==> src/rtl/uart_tx_feeder_pkg.sv <==
// Shared definitions for the UART transmit feeder: FSM state encoding and data width.
package uart_tx_feeder_pkg;

  localparam int unsigned DATA_W = 8;

  typedef enum logic [1:0] {
    FEED_IDLE      = 2'd0,
    FEED_LAUNCH    = 2'd1,
    FEED_WAIT_BUSY = 2'd2,
    FEED_WAIT_DONE = 2'd3
  } feed_state_e;

endpackage

==> src/rtl/uart_tx_feeder_sync_fifo.sv <==
// Synchronous FIFO with a separate occupancy counter and a synchronous flush.
module sync_fifo #(
  parameter int unsigned DEPTH = 16,
  parameter int unsigned WIDTH = 8
) (
  input  logic                       clk,
  input  logic                       rst_n,
  input  logic                       flush,
  input  logic                       push,
  input  logic                       pop,
  input  logic [WIDTH-1:0]           wr_data,
  output logic [WIDTH-1:0]           rd_data,
  output logic [$clog2(DEPTH):0]     count
);

  localparam int unsigned AW = $clog2(DEPTH);
  localparam int unsigned CW = AW + 1;

  logic [WIDTH-1:0] mem_q [DEPTH];
  logic [AW-1:0]    wr_ptr_q, wr_ptr_d;
  logic [AW-1:0]    rd_ptr_q, rd_ptr_d;
  logic [CW-1:0]    count_q, count_d;

  always_comb begin
    wr_ptr_d = wr_ptr_q;
    rd_ptr_d = rd_ptr_q;
    count_d  = count_q;
    if (flush) begin
      wr_ptr_d = '0;
      rd_ptr_d = '0;
      count_d  = '0;
    end else begin
      if (push) wr_ptr_d = wr_ptr_q + AW'(1);
      if (pop)  rd_ptr_d = rd_ptr_q + AW'(1);
      count_d = count_q + CW'(push) - CW'(pop);
    end
  end

  always_ff @(posedge clk or negedge rst_n) begin
    if (!rst_n) begin
      wr_ptr_q <= '0;
      rd_ptr_q <= '0;
      count_q  <= '0;
    end else begin
      wr_ptr_q <= wr_ptr_d;
      rd_ptr_q <= rd_ptr_d;
      count_q  <= count_d;
    end
  end

  // Storage is deliberately left out of reset.
  always_ff @(posedge clk) begin
    if (push && !flush) mem_q[wr_ptr_q] <= wr_data;
  end

  assign rd_data = mem_q[rd_ptr_q];
  assign count   = count_q;

endmodule

==> src/rtl/uart_tx_feeder.sv <==
// Buffers producer bytes in a FIFO and launches them one at a time into the UART,
// pacing on its busy flag and dropping a byte whose launch is never acknowledged.
module uart_tx_feeder
  import uart_tx_feeder_pkg::*;
#(
  parameter int unsigned DEPTH        = 16,
  parameter int unsigned BUSY_TIMEOUT = 4,
  parameter int unsigned CW           = $clog2(DEPTH) + 1
) (
  input  logic              clk,
  input  logic              rst,
  input  logic              flush,
  input  logic              in_valid,
  input  logic [DATA_W-1:0] in_data,
  output logic              in_ready,
  output logic              tx_start,
  output logic [DATA_W-1:0] tx_data,
  input  logic              tx_busy,
  output logic [CW-1:0]     count,
  output logic              idle,
  output logic              lost
);

  localparam int unsigned     TW       = $clog2(BUSY_TIMEOUT);
  localparam logic [TW-1:0]   TMO_LOAD = TW'(BUSY_TIMEOUT - 1);

  feed_state_e       state_q, state_d;
  logic [TW-1:0]     tmo_q, tmo_d;
  logic [DATA_W-1:0] tx_data_q, tx_data_d;
  logic [DATA_W-1:0] fifo_rd_data;
  logic [CW-1:0]     fifo_count;
  logic              push, pop;

  sync_fifo #(
    .DEPTH (DEPTH),
    .WIDTH (DATA_W)
  ) u_fifo (
    .clk     (clk),
    .rst_n   (rst),
    .flush   (flush),
    .push    (push),
    .pop     (pop),
    .wr_data (in_data),
    .rd_data (fifo_rd_data),
    .count   (fifo_count)
  );

  always_ff @(posedge clk or negedge rst) begin
    if (!rst) begin
      state_q   <= FEED_IDLE;
      tmo_q     <= '0;
      tx_data_q <= '0;
    end else begin
      state_q   <= state_d;
      tmo_q     <= tmo_d;
      tx_data_q <= tx_data_d;
    end
  end

  // A flush suppresses a pop decided this cycle but never disturbs a byte already launched.
  always_comb begin
    state_d   = state_q;
    tmo_d     = tmo_q;
    tx_data_d = tx_data_q;
    pop       = (state_q == FEED_IDLE) && (fifo_count != '0) && !flush;
    case (state_q)
      FEED_IDLE: begin
        if (pop) begin
          state_d   = FEED_LAUNCH;
          tx_data_d = fifo_rd_data;
        end
      end
      FEED_LAUNCH: begin
        state_d = FEED_WAIT_BUSY;
        tmo_d   = TMO_LOAD;
      end
      FEED_WAIT_BUSY: begin
        if (tx_busy)            state_d = FEED_WAIT_DONE;
        else if (tmo_q == '0)   state_d = FEED_IDLE;
        else                    tmo_d   = tmo_q - TW'(1);
      end
      FEED_WAIT_DONE: begin
        if (!tx_busy) state_d = FEED_IDLE;
      end
      default: state_d = FEED_IDLE;
    endcase
  end

  always_comb begin
    in_ready = (fifo_count != CW'(DEPTH)) && !flush;
    push     = in_valid && in_ready;
    tx_start = (state_q == FEED_LAUNCH);
    lost     = (state_q == FEED_WAIT_BUSY) && !tx_busy && (tmo_q == '0);
    idle     = (state_q == FEED_IDLE) && (fifo_count == '0);
    tx_data  = tx_data_q;
    count    = fifo_count;
  end

endmodule

==> config.mk <==
export PLATFORM = sky130hd
export DESIGN_NAME = uart_tx_feeder
export DESIGN_NICKNAME = d
export VERILOG_FILES = /design/src/rtl/uart_tx_feeder_pkg.sv /design/src/rtl/uart_tx_feeder_sync_fifo.sv /design/src/rtl/uart_tx_feeder.sv
export SDC_FILE = /design/constraint.sdc
export NUM_CORES = 1
export LEC_CHECK = 0
export BUFFER_PORTS_ARGS = -buffer_cell sky130_fd_sc_hd__buf_2
export CAP_MARGIN = 20
export CELL_PAD_IN_SITES_DETAIL_PLACEMENT = 1
export CELL_PAD_IN_SITES_GLOBAL_PLACEMENT = 1
export CORE_MARGIN = 2
export CORE_UTILIZATION = 47
export CTS_CLUSTER_DIAMETER = 80
export DETAILED_ROUTE_END_ITERATION = 16
export GPL_TIMING_DRIVEN = 0
export PLACE_DENSITY_LB_ADDON = 0.1
export REMOVE_ABC_BUFFERS = 1
export SLEW_MARGIN = 10
export SYNTH_ARGS = -nofsm -noshare
export SYNTH_HDL_FRONTEND = slang
export SYNTH_SLANG_ARGS = --single-unit
==> constraint.sdc <==
create_clock -name clk -period 2.5 [get_ports clk]
set_input_delay 0.375 -clock clk [delete_from_list [all_inputs] [get_ports clk]]
set_output_delay 0.375 -clock clk [all_outputs]
set_load 0.05 [all_outputs]
Yosys cells after proc, flatten, opt, wreduce, memory -nomap -nowiden. Memory sizes are Yosys's and may differ from the RTL's. A register that Yosys moved wholly into a read port is not among the register bits. Index checks and enable logic that the tools add are counted.

RAM bits: 128. Bits of input ports: 13. Logic and storage cells: 56. Register bits: 17. Memories kept: 1. Output and inout port bits: 17.

Reduce and logical (&&, ||, !) cells: 21. Muxes and demuxes: 15. Add/subtract/negate cells: 5. Equal/unequal tests: 9.

Memory list: u_fifo.mem_q (words 16, bits a word 8, read ports 1, clocked after Yosys merged registers in 1, write ports 1, line uart_tx_feeder_sync_fifo.sv:19) `logic [WIDTH-1:0] mem_q [DEPTH];`.

Operators by type and width (number): $mux 4 (4); $mux 2 (6); $add 4x1->4 const B (2); $logic_and 1x1->1 (8); $pmux 2 s4 (1); $ne 2x2->1 const B (3); $reduce_and 3->1 (2); $reduce_bool 2->1 (3); $add 5x1->5 (1); $logic_not 5->1 (1); $mux 5 (1); $ne 5x5->1 const B (1); $reduce_bool 5->1 (1); $sub 5x1->5 (1); $eq 2x2->1 const B (2); $logic_not 2->1 (2); $pmux 2 s2 (1); $logic_not 1->1 (3); $ne 3x3->1 const B (1); $eq 2x1->1 const B (1); $mux 1 (2); $ne 2x1->1 const B (1); $reduce_and 2->1 (1); $sub 2x1->2 const B (1).

Logic depth before layout (Yosys ltp).
Depth in word-level cells: 6. Gate-level depth with buffers: 16. Gate-level depth less buffers: 14.

Cells and area by module. A second synthesis with hierarchy kept.

Cells, all modules: 356. Area total of the unflattened synthesis: 6398.6 µm².

Modules (own cells, without submodules): sync_fifo (cells each 300, seq. area each 4169.0 µm², times used 1, area an instance 5743.0 µm²); uart_tx_feeder (cells each 56, seq. area each 300.3 µm², times used 1, area an instance 655.6 µm²).

Worst setup path after synthesis. Ideal clock, no wire load.

Path type: register -> register. Start point: register u_fifo.count_q[3], in the netlist u_fifo.count[3]. End point: register u_fifo.count_q[4], in the netlist u_fifo.count[4]. Buffers on the path: 1. Slack: -530 ps. Period minus slack after synthesis: 3030 ps. Library setup time: 135 ps. Cell stages (with the launch flop): 16. Arrival: 2895 ps. Required time: 2365 ps. Cells stage by stage: dfrtp_1 -> inv_1 -> ha_1 -> or4b_4 -> nand2b_4 -> buf_8 -> inv_1 -> ha_1 -> inv_1 -> ha_1 -> inv_1 -> fa_1 -> nor2b_1 -> o21bai_1 -> a21oi_1 -> nor3b_1.

Longest elaborated chain between the ends: 6. Elaborated cells on any way between the ends: 9. Classes of those cells: 2 x add/sub; 1 x eq/ne; 1 x mux; 5 x reduce/logical.

RTL lines: from (decl) (line uart_tx_feeder_sync_fifo.sv:22) `logic [CW-1:0] count_q, count_d;`; from (signal assigned) (line uart_tx_feeder_sync_fifo.sv:47) `count_q <= count_d;`; $ne 5x5->1 (line uart_tx_feeder.sv:90) `in_ready = (fifo_count != CW'(DEPTH)) && !flush;`; $logic_and 1x1->1 (line uart_tx_feeder.sv:90); $logic_and 1x1->1 (line uart_tx_feeder.sv:91) `push = in_valid && in_ready;`; $add 5x1->5 (line uart_tx_feeder_sync_fifo.sv:35) `count_d = count_q + CW'(push) - CW'(pop);`; $sub 5x1->5 * (line uart_tx_feeder_sync_fifo.sv:35); $mux 5 * (line uart_tx_feeder_sync_fifo.sv:28) `if (flush) begin`; net u_fifo.count_d[4] (line uart_tx_feeder_sync_fifo.sv:22).

The timed path passes the listed nets; every way through them passes the cells marked *. A chain may end at the register's enable or synchronous reset.

Worst setup path after layout.
Start point: register u_fifo.count_q[2], in the netlist u_fifo.count[2]. End point: register u_fifo.count_q[4], in the netlist u_fifo.count[4].

The elaborated chain is that of the path after synthesis.

==> impl_metrics.tcl <==
set metrics [dict create \
    hold_slack_ns -0.00600 \
    cts_root_buffer "clkbuf_16" \
    finalNonFillerCells 622 \
    grt_max_degree 52 \
    cts_buffers 17 \
    worstMarginPinSlew_ns 0.944 \
    cp_max_fo 2 \
    crit_family "adder cells" \
    antenna_cells 0 \
    syn-cell-area_mm2 0.00640 \
    crit_slowest_cell "or4b_4" \
    utilization_pct 56.3 \
    fin_nets 463 \
    clockBufferDepth 2 \
    grt_use_total_pct 21.0 \
    cts_max_level 4 \
    yosysSeqAreaShare_pct 69.8 \
    slew_viol_final 0 \
    end_kind "register" \
    max_freq_mhz 375 \
    clk_pin_slew_worst_paths_ns 0.06 \
    first_pass_iters 4 \
    power.total_mw 7.83 \
    reg2reg_slack_ns -0.17 \
    cp.depth 14 \
    dominantRegCellSynth "edfxtp_1" \
    r2r_cells 14 \
    yosysWarnings 0 \
    p_leak_nw 2.67 \
    wire_per_inst_um 23.1 \
    design.die.area_mm2 0.0146 \
    finClkSkew_ns 0.0145 \
    failed_checks "negative hold slack, negative setup slack" \
    start_util_pct 48.2 \
    via_count 3477 \
    drc_errors 0 \
    worst_ep_required_time_ns 2.80 \
    slew_headroom_pct 36.7 \
    synthCells 390 \
    io_buffers 29 \
    antenna_found_initial 0 \
    routed_wirelength_mm 14.4 \
    die_w_um 121 \
    cp_num_buf_inv 4 \
    place_inst 579 \
    clk_latency_ns 0.43 \
    finalHoldViolations 13 \
    avgSynthCellArea_um2 16.4 \
    core_mm2 0.0133 \
    timing.final.crit_share_pct 107 \
    synth_edf_count 128 \
    die-height_um 121 \
    final_area_mm2 0.00748 \
    peakVddDrop_uv 588 \
    grt_first_pass_wirelength_mm 21.8 \
    crit_top_cell "ha_4" \
    routabilityCongestion 0.771 \
    hold_class "input port to async pin" \
    max_stage_delay_ns 0.49 \
    critPathKind "register to register" \
    start_kind "register" \
    synth_seq_cells 153 \
    cts_tree "done" \
    final.setup.worst_slack_ns -0.168 \
    drtAntennaViolNets 0 \
    status "complete, but fails checks" \
    synth-async-reset-ratio_pct 16.3 \
    grt_pass1_vias 3687 \
    maxCapViolCount 0 \
    arrival_ns 2.97 \
    dp.final_hpwl_mm 8.59 \
    viasPerCell 5.59 \
    setup_violations 3 \
    area_growth_pct 16.8 \
    rows 42 \
    p_per_area_mw_per_mm2 1050 \
    grt-ovfl-total 0 \
    fin_crit_ns 2.67 \
    ys_types 41 \
    io_pins 30 \
    placed_area_mm2 0.00670 \
    rsz0062_at_grt "yes" \
    cts.hold.buffers_added 0 \
    first_iter_violations 232 \
    drive_gt1_share_pct 26.7 \
    critical_path.cell_chain "inv_2, ha_4, or4b_4, nand2b_4, inv_4, ha_4, inv_4, ha_4, inv_2, fa_2, nor2b_4, o21bai_4, a21oi_2, nor3b_2" \
    clkSinkCount 153 \
]
==> layout make-up <==
| type | instances | area (um2) |
|---|---|---|
| flip-flops and latches | 153 | 4470 |
| multi-input cells | 202 | 1880 |
| fillers | 1233 | 5820 |
| repair buffers | 42 | 246 |
| well taps | 176 | 220 |
| clock inverters | 10 | 118 |
| clock buffers | 22 | 474 |
| inverters | 17 | 68.8 |
==> cell usage in the layout, fill, tap and decap left out, types with 3 or more instances in the layout <==
cell type | Yosys | routed
clkbuf_8 | 0 | 3
and3_1 | 13 | 13
inv_2 | 0 | 3
nand2_1 | 12 | 12
dfrtp_1 | 25 | 23
nor2_1 | 14 | 14
clkinv_2 | 0 | 3
ha_1 | 16 | 12
clkinv_4 | 0 | 3
nor2b_1 | 9 | 6
edfxtp_1 | 128 | 128
inv_1 | 17 | 12
xor2_1 | 5 | 5
mux4_2 | 16 | 16
clkbuf_16 | 0 | 17
nor3_2 | 1 | 3
mux2i_1 | 33 | 33
buf_4 | 1 | 12
a21oi_2 | 1 | 3
a21oi_1 | 7 | 5
nand3_1 | 21 | 20
and2_1 | 3 | 3
a22oi_1 | 24 | 24
buf_2 | 11 | 29
ha_4 | 0 | 3
==> synth_stat cells, types with 3 or more instances <==
master    count  area share, %
a22oi_1      24            2.8
ha_1         16            3.1
buf_2        11           0.86
a21oi_1       7           0.55
mux4_2       16            5.6
nand3_1      21            1.6
nor2_1       14           0.82
xor2_1        5           0.68
nor3_1        4           0.31
nor2b_1       9           0.88
dfrtp_1      25            9.8
inv_1        17            1.0
and2_1        3           0.29
clkbuf_1      5           0.29
and3_1       13            1.3
mux2i_1      33            5.2
edfxtp_1    128             60
nand2_1      12           0.70
==> power by group <==
group          switching (mW)  internal, mW
combinational            1.21         0.849
clock                   0.982          1.55
sequential              0.298          2.94
total                    2.49          5.34
==> worst paths after layout <==
kind                                 start                  to
min reg2reg                     tx_data[6]          tx_data[6]
max reg2reg                u_fifo.count[2]     u_fifo.count[4]
min                                    rst  u_fifo.wr_ptr_q[1]
min in group clk                     flush  u_fifo.rd_ptr_q[0]
max in group asynchronous              rst  u_fifo.rd_ptr_q[1]
max                        u_fifo.count[2]     u_fifo.count[4]
==> cell families (layout without fill, tap and decap cells) <==
| group | after synthesis | count (layout) | share of synthesized area, % |
|---|---|---|---|
| DFF | 153 | 153 | 69.8 |
| and+or+nand+nor | 89 | 89 | 8.05 |
| muxes | 50 | 50 | 11.0 |
| AOI/OAI and AO/OA | 40 | 40 | 4.44 |
| buffers and inverters | 35 | 91 | 2.50 |
| adders and majority gates | 17 | 17 | 3.44 |
| xor gates and xnor gates | 6 | 6 | 0.821 |
==> layer usage <==
layer / track usage [%] / vias to the layer above / routed length, um
met5: 0 / - / 0
li1: - / 1587 / -
met1: 28.5 / 1824 / 6250
met3: 3.68 / 9 / 630
met2: 34.1 / 57 / 7350
met4: 8.21 / 0 / 123
==> metrics by stage <==
stage | worst slack, ns | hold WS, ns | setup TNS, ns
final | -0.168 | -0.00600 | -0.288
after global routing | -0.249 | 0.0513 | -0.619
after CTS | -0.198 | 0.0105 | -0.220
after detailed placement | -0.657 | 0.453 | -1.89
after global placement | -0.767 | 0.454 | -12.36
after floorplan | -0.461 | 0.0794 | -1.05
==> state kept, by name, indices dropped and copies added (netlist names) <==
name	cells
u_fifo.rd_ptr_q	4
u_fifo.count	5
tx_data	8
u_fifo.wr_ptr_q	4
tmo_q	2
u_fifo.mem_q	128
state_q	2
==> timing repair <==
item,in CTS,in global routing
endpoints found under the hold margin,0,0
resized for setup,16,11
buffers inserted,8,3
endpoints found under the setup margin,8,31
pin swaps,6,11
Power figures use the tool's default switching activity.
